### config.mk
export PLATFORM = sky130hd
export DESIGN_NAME = risc_toy_fetch_queue
export DESIGN_NICKNAME = d
export VERILOG_FILES = /design/src/rtl/risc_toy_fetch_queue.sv
export SDC_FILE = /design/constraint.sdc
export NUM_CORES = 1
export LEC_CHECK = 0
export ABC_AREA = 1
export CAP_MARGIN = 30
export CORE_MARGIN = 2
export CORE_UTILIZATION = 57
export DETAILED_ROUTE_END_ITERATION = 7
export DONT_BUFFER_PORTS = 1
export PLACE_DENSITY = 0.78
export SLEW_MARGIN = 5
export SYNTH_ARGS = -nofsm -noshare
export SYNTH_HDL_FRONTEND = slang
export SYNTH_SLANG_ARGS = --single-unit
### constraint.sdc
create_clock -name CLK -period 3.6 [get_ports CLK]
set_input_delay 0.36 -clock CLK [delete_from_list [all_inputs] [get_ports CLK]]
set_output_delay 0.36 -clock CLK [all_outputs]
set_load 0.03 [all_outputs]
### src/rtl/risc_toy_fetch_queue.sv
// risc_toy_fetch_queue: credit-controlled instruction prefetcher feeding a
// DEPTH-entry queue that decode drains over a valid/ready handshake.
// REDIRECT flushes the queue and the in-flight fetch, then restarts fetch
// from the new target.
module risc_toy_fetch_queue #(
  parameter int              DEPTH    = 4,
  parameter int              PC_W     = 32,
  parameter logic [PC_W-1:0] RESET_PC = '0
) (
  input  logic                         CLK,
  input  logic                         RSTN,
  output logic                         IREQ,
  output logic [PC_W-3:0]              IADDR,
  input  logic [31:0]                  INSTR,
  input  logic                         REDIRECT,
  input  logic [PC_W-1:0]              REDIRECT_PC,
  output logic                         DEC_VALID,
  input  logic                         DEC_READY,
  output logic [31:0]                  DEC_INSTR,
  output logic [PC_W-1:0]              DEC_PC,
  output logic [$clog2(DEPTH+1)-1:0]   COUNT
);

  localparam int PTR_W = $clog2(DEPTH);
  localparam int CNT_W = $clog2(DEPTH+1);
  localparam logic [CNT_W:0]  DEPTH_OCC = (CNT_W+1)'(DEPTH);
  // Clears the byte-offset bits of a redirect target.
  localparam logic [PC_W-1:0] WORD_MASK = ~(PC_W'(3));

  logic             started_q, started_d;
  logic [PC_W-1:0]  fpc_q, fpc_d;
  logic             inf_q, inf_d;
  logic [PC_W-1:0]  inf_pc_q, inf_pc_d;
  logic [PTR_W-1:0] head_q, head_d;
  logic [PTR_W-1:0] tail_q, tail_d;
  logic [CNT_W-1:0] count_q, count_d;

  logic [31:0]      instr_mem_q [DEPTH];
  logic [PC_W-1:0]  pc_mem_q    [DEPTH];

  logic [CNT_W:0]   occupancy;
  logic             issue;
  logic             push;
  logic             pop;
  logic             dec_valid;

  // Issue/push/pop decisions. Occupancy counts the in-flight fetch as a
  // reserved slot, and ignores a same-cycle pop, so the queue can never
  // overflow when the response lands.
  always_comb begin
    occupancy = {1'b0, count_q} + {{CNT_W{1'b0}}, inf_q};
    dec_valid = (count_q != '0);
    issue     = started_q && !REDIRECT && (occupancy < DEPTH_OCC);
    push      = inf_q && !REDIRECT;
    pop       = dec_valid && DEC_READY && !REDIRECT;
  end

  // Next-state logic: REDIRECT overrides any push, pop or issue this cycle.
  always_comb begin
    started_d = 1'b1;
    fpc_d     = fpc_q;
    inf_d     = issue;
    inf_pc_d  = issue ? fpc_q : inf_pc_q;
    head_d    = head_q;
    tail_d    = tail_q;
    count_d   = count_q;
    if (REDIRECT) begin
      fpc_d   = REDIRECT_PC & WORD_MASK;
      inf_d   = 1'b0;
      head_d  = '0;
      tail_d  = '0;
      count_d = '0;
    end else begin
      if (issue) fpc_d = fpc_q + PC_W'(4);
      if (push)  tail_d = tail_q + PTR_W'(1);
      if (pop)   head_d = head_q + PTR_W'(1);
      case ({push, pop})
        2'b10:   count_d = count_q + CNT_W'(1);
        2'b01:   count_d = count_q - CNT_W'(1);
        default: count_d = count_q;
      endcase
    end
  end

  // Control state with asynchronous active-low reset.
  always_ff @(posedge CLK or negedge RSTN) begin
    if (!RSTN) begin
      started_q <= 1'b0;
      fpc_q     <= RESET_PC;
      inf_q     <= 1'b0;
      inf_pc_q  <= '0;
      head_q    <= '0;
      tail_q    <= '0;
      count_q   <= '0;
    end else begin
      started_q <= started_d;
      fpc_q     <= fpc_d;
      inf_q     <= inf_d;
      inf_pc_q  <= inf_pc_d;
      head_q    <= head_d;
      tail_q    <= tail_d;
      count_q   <= count_d;
    end
  end

  // Queue storage; contents are masked by COUNT so it needs no reset.
  always_ff @(posedge CLK) begin
    if (push) begin
      instr_mem_q[tail_q] <= INSTR;
      pc_mem_q[tail_q]    <= inf_pc_q;
    end
  end

  assign IREQ      = issue;
  assign IADDR     = fpc_q[PC_W-1:2];
  assign DEC_VALID = dec_valid;
  assign DEC_INSTR = dec_valid ? instr_mem_q[head_q] : 32'h0;
  assign DEC_PC    = dec_valid ? pc_mem_q[head_q] : '0;
  assign COUNT     = count_q;

endmodule

==> impl_metrics.ini, run 1 <==
[outcome]
status = completed

[clocking]
cts_tree = yes
cts_resized = 0
clock_latency_ps = 540
path_clk_slew_ps = 60
htree_levels = 1
cts_buffers = 31
root_buffer = clkbuf_16
cts_max_path_buffers = 3
clock_sinks = 317

[timing]
min_period_ps = 3170
fmax_mhz = 316
tns_ps = 0
finalHoldViolCount = 0
setup_viol = 0
fin_crit_sh_pct = 87.9
max-slew-margin-rel_pct = 41.5
clock_skew_ps = 13.4
grt_setup_unrepaired = false
finalMaxSlewViolations = 0
worst_slack_ps = 434
worst_pin_slew_ps = 875

[layout]
seq_area_um2 = 9180
final_util_pct = 65.4
layoutNonFillerInstCount = 1623
fin_nets = 1354
drive_above_1_share_pct = 7.44
fill_cells = 1755
area_growth_syn_to_layout_pct = 13.9
antenna_cells = 0
multi_input_area_um2 = 3660

[place]
dpl.hpwl_mm = 17.2
io_buffer_count = 0
place_inst = 1512
place_ws_ps = 1030
finalWeightedCongestion = 0.829

[route]
drtAntennaViolNets = 0
drtIter0Drc = 685
dr.pass1.iters = 5
wl_mm = 29.9
wire_per_inst_um = 18.4
viasPerCell = 5.55
drc = 0
via_count = 9012

[run]
cap_violations = 0

[power_and_ir_drop]
ir_drop_mv = 0.417
p_comb_share_pct = 25.3
switching_power_mw = 3.97
clock_power_share_pct = 28.2
p_leak_nw = 5.58
p_total_mw = 10.7
netSwitchingFraction_pct = 37.0
share_seq_of_total_power_pct = 46.5
internal-power_mw = 6.77
power.density_nw_per_um2 = 706

[critical_path]
r2r_end = pc_mem_q[0][17]$_DFFE_PP_
slowest_stage = dfrtp_4
cpPeakStageDelay_ps = 720
cp.arrival_ps = 2810
crit_family = compound AO/OA/AOI/OAI gates
reg2reg_from = inf_q$_DFF_PN0_
cp_max_fo = 44
cp.required_ps = 3240
cp-startpoint = head_q[0]$_DFFE_PN0P_
crit_type = reg -> out
crit_chain = buf_4 > nor2_1 > nor2_1 > o21ai_0 > a21oi_1
crit_top_cell = nor2_1
path_buf_inv = 1
worstSetupStartpointType = flip-flop
crit_path_end_kind = output pin
r2r_cells = 5
rrSetupSlack_ps = 1360

[grt]
grt_pass1_vias = 8600
grt_overflow = 0
met1_usage_pct = 31.1
antenna_found_initial = 0
top_usage_layer = met2
grtUsageMet3_pct = 4.35
met2_usage_pct = 40.5
grt_pass1_wl_mm = 45.3
track_usage_pct = 23.5
grt_max_degree = 70

[floorplan]
core_um2 = 23300
fp-row-count = 56
die_w_um = 157
die_h_um = 157
initial_utilization_pct = 57.4
dieArea_um2 = 24700
pin_count = 167

[worst_hold_path]
hold_path_class = in -> reg
min_to = head_q[1]$_DFFE_PN0P_
hp-start = DEC_READY
whs_path_depth = 2

[synth]
synth_cell_type_count = 34
synth.avg_cell_area_um2 = 10.8
ys_warn_count = 0
synth.ff_latch_count = 317
synth_cells = 1236
ys_seq_area_share_pct = 68.7
syn_area_um2 = 13400
synthesized netlist by cell type (all sizes together):
cell,number,area share [%]
buf,31,1.4
xnor2,3,0.20
o21ai,169,6.4
nand2,141,4.1
nand3,42,1.7
clkbuf,32,0.90
xor2,3,0.20
dfrtp,69,13
nand4,11,0.52
o211ai,7,0.39
inv,64,1.8
a21oi,66,2.5
nor3,2,0.075
clkinv,1,0.037
nand3b,7,0.39
edfxtp,248,56
ha,5,0.47
conb,2,0.056
nor2,329,9.8
o221ai,2,0.13
a22oi,1,0.056
fa,1,0.15
placed cells by master, fill, tap and decap left out, drive strengths merged:
cell type	n
o21ai	169
edfxtp	248
a21oi	66
ha	5
nand2	141
buf	20
nand3	42
o221ai	2
clkbuf	50
nand4	11
xor2	3
fa	1
conb	3
inv	65
dlygate4sd3	53
a22oi	1
nor3	2
clkinv	7
dfrtp	69
nor2	329
o211ai	7
xnor2	3
nand3b	7
registers in the layout (all words and copies together) (netlist names):
signal,flops
COUNT,3
fpc_q,30
head_q,2
inf_pc_q,30
inf_q,1
instr_mem_q,128
pc_mem_q,120
started_q,1
tail_q,2
layer usage:
| metal | vias up | part of all wire (%) |
|---|---|---|
| met5 | - | 0 |
| met3 | 43 | 7.1 |
| met1 | 4355 | 42 |
| met4 | 0 | 2.1 |
| li1 | 4305 | - |
| met2 | 309 | 48 |
cell type report:
type	count	area share, %
multi-input combinational	792	24.1
tap	319	2.62
clock buffer	50	6.10
sequential	317	60.3
inverter	65	1.61
clock inverter	7	0.247
timing repair buffer	73	5.02
how the worst max path moves through the flow:
stage / end / slack [ps] / cells past startpoint
after global placement: DEC_PC[27] / 1060 / 5
after CTS: DEC_PC[18] / 440 / 5
final: DEC_PC[18] / 430 / 5
after detailed placement: DEC_PC[18] / 1030 / 5
after global routing: DEC_INSTR[27] / 270 / 5
after floorplan: instr_mem_q[0][0]$_DFFE_PP_ / -290 / 4
metrics by stage:
step | hold slack [ps] | area (um^2)
final | 21.7 | 15200
after global placement | 66.8 | 13700
after detailed placement | 66.7 | 13700
after floorplan | 64.4 | 13400
after CTS | 1.76 | 15200
after global routing | 16.3 | 15200
power groups by stage:
stage               combinational [mW]  sequential [mW]  clock [mW]
global route                      2.94             5.04        3.23
global placement                  2.58             5.03           0
detailed placement                2.63             5.06           0
floorplan                         2.16             4.87           0
CTS                               2.72             4.99        3.07
finish                            2.72             4.99        3.03
kinds of logic (layout without fill, tap and decap cells):
logic type                 Yosys count  count (layout)  synth area share (%)
AOI/OAI and AO/OA                  245             245                  9.41
xor gates and xnor gates             6               6                 0.394
adders and majority gates            6               6                 0.618
buffers and inverters              128             195                  4.17
DFF                                317             317                  68.7
other                                2               3                0.0562
and+or+nand+nor                    532             532                  16.7
what timing repair did:
action	in CTS	in global routing
setup buffers	0	0
endpoints found under the hold margin	217	0
hold buffers	54	0
(Power assumes the default switching activity.)
==> run 2, diff against run 1 <==
Settings changed: ABC_AREA 1 to unset.
==> impl_metrics.ini, run 2 <==
[outcome]
status = completed

[layout]
largest_reg_flops = 128
final_util_pct = 66.5
final_area_um2 = 14900
regMostFlops = instr_mem_q
top_regs = instr_mem_q x128, pc_mem_q x120
layout_common_cells = edfxtp_1, nand2_1, and2_1, dfrtp_1, mux4_2
antenna_cells = 0
fin_nets = 923
seq_area_um2 = 9180
multi_input_area_um2 = 3530
drive_above_1_share_pct = 16.2
final_common_cell = edfxtp_1
layoutNonFillerInstCount = 1158
fill_cells = 1487
area_growth_syn_to_layout_pct = 15.2

[floorplan]
core_um2 = 22400
die_h_um = 155
die_w_um = 155
dieArea_um2 = 23900
pin_count = 167
fp-row-count = 55
initial_utilization_pct = 57.7

[route]
dr.pass1.iters = 5
viasPerCell = 6.22
wire_per_inst_um = 22.9
drc = 0
drtIter0Drc = 725
via_count = 7199
drtAntennaViolNets = 0
wl_mm = 26.5

[timing]
worst_slack_ps = 591
fin_crit_sh_pct = 83.6
tns_ps = 0
fmax_mhz = 332
worst_pin_slew_ps = 937
setup_viol = 0
finalMaxSlewViolations = 0
clock_skew_ps = 10.2
finalHoldViolCount = 0
finalHoldWorstSlack_ps = 48.7
grt_setup_unrepaired = false
max-slew-margin-rel_pct = 37.5
min_period_ps = 3010

[synth]
synth-compound-area-share_pct = 3.79
yosys.area_share.adder_pct = 0.638
synth.area.top_cells = edfxtp_1, dfrtp_1, mux4_2
yosysTopAreaCell = edfxtp_1
synthTopCellsByCount = edfxtp_1, nand2_1, and2_1, dfrtp_1, mux4_2
synth.ff_latch_count = 317
yosysMostFrequentCell = edfxtp_1
synth.avg_cell_area_um2 = 16.3
synth_top_family_by_area = multiplexers
synth-simple-area-share_pct = 11.0
synth_top_area_share_pct = 57.5
synth-edff-count = 248
synth_cell_type_count = 58
ys_async_sr_fraction_pct = 21.8
ys_dominant_reg_cell = edfxtp_1
ys_warn_count = 0
synthMuxAreaShare_pct = 11.3
synth_xor_area_share_pct = 0.406
syn_area_um2 = 12900
ys_seq_area_share_pct = 70.9
synth_cells = 795

[critical_path]
crit_chain = buf_4 > mux4_2 > and2_1
cpPeakStageDelay_ps = 920
path_buf_inv = 1
cp_max_fo = 35
slowest_stage = dfrtp_4
crit_family = flip-flops
cp.required_ps = 3240
crit_type = reg -> out
crit_path_end_kind = output pin
cp.arrival_ps = 2650
worstSetupStartpointType = flip-flop

[place]
dpl.hpwl_mm = 15.6
placed_area_um2 = 13200
io_buffer_count = 0
place_ws_ps = 1000
place_inst = 1043
finalWeightedCongestion = 0.866

[grt]
grtUsageMet3_pct = 5.72
track_usage_pct = 22.4
grt_pass1_wl_mm = 41.7
grt_max_degree = 70
met2_usage_pct = 36.0
top_usage_layer = met2
grt_pass1_vias = 7419
antenna_found_initial = 0
grt_overflow = 0
met1_usage_pct = 31.2

[clocking]
cts_tree = yes
path_clk_slew_ps = 70
cts_max_path_buffers = 3
clock_sinks = 317
root_buffer = clkbuf_16
cts_buffers = 31
htree_levels = 1
cts_resized = 0
clock_latency_ps = 540

[power_and_ir_drop]
p_total_mw = 10.7
p_leak_nw = 5.16
ir_drop_mv = 0.330
power.density_nw_per_um2 = 719

[run]
cap_violations = 0

[worst_hold_path]
hold_path_class = in -> reg
## run 2: cell types whose count changed in the layout (fill, tap and decap cells not counted), moves of 50 or more
cell / change
a21oi_1: -60
and2_1: +68
inv_1: -50
mux4_2: +62
nor2_1: -301
o21ai_0: -155
## run 2: area by class of cell
type | count | share of cell area [%]
Timing Repair Buffer | 63 | 4.75
Clock inverter | 16 | 1.60
Multi-Input combinational cell | 424 | 23.7
Tap cell | 285 | 2.39
Sequential cell | 317 | 61.5
Clock buffer | 41 | 5.72
Inverter | 12 | 0.302
## run 2: cells by family (layout without fill, tap and decap cells)
group           after synthesis  in the layout
mux                          68             68
fa+ha+maj                     6              6
xor+xnor                      6              6
flops                       317            317
compound gates               67             67
buf+inv                      55            132
simple gates                274            274
other cells                   2              3
## run 2: where the power goes
part | switching [mW] | total, mW | internal (mW)
clock network | 1.30 | 3.39 | 2.09
logic | 1.61 | 2.33 | 0.722
registers | 0.564 | 5.00 | 4.44
total | 3.47 | 10.7 | 7.25
## run 2: worst min-delay path, delay by kind of cell
family,cells,cell delay (ps)
simple gates,1,40
compound gates,2,150
## run 2: worst paths after layout
path / from / endpoint / slack, ps / cells past startpoint
worst max-delay path: head_q[0]$_DFFE_PN0P_ / DEC_PC[11] / 590 / 3
worst min-delay path: REDIRECT_PC[11] / fpc_q[11]$_DFFE_PN0P_ / 50 / 3
worst max register to register: COUNT[0]$_DFFE_PN0P_ / COUNT[2]$_DFFE_PN0P_ / 910 / 7
worst min register to register: inf_pc_q[7]$_DFFE_PN0P_ / pc_mem_q[3][7]$_DFFE_PP_ / 520 / 0
max in group asynchronous: RSTN / head_q[0]$_DFFE_PN0P_ / 2920 / 2
min in group asynchronous: RSTN / fpc_q[29]$_DFFE_PN0P_ / 340 / 2
## run 2: what timing repair did
item,CTS,global route
hold endpoints to repair,223,0
buffers inserted,0,0
hold buffers,54,0
## run 2: per-layer routing
layer | wire length, um | vias to the layer above
met3 | 2340 | 43
met5 | 0 | -
li1 | - | 3176
met1 | 11000 | 3645
met2 | 12700 | 335
met4 | 496 | 0
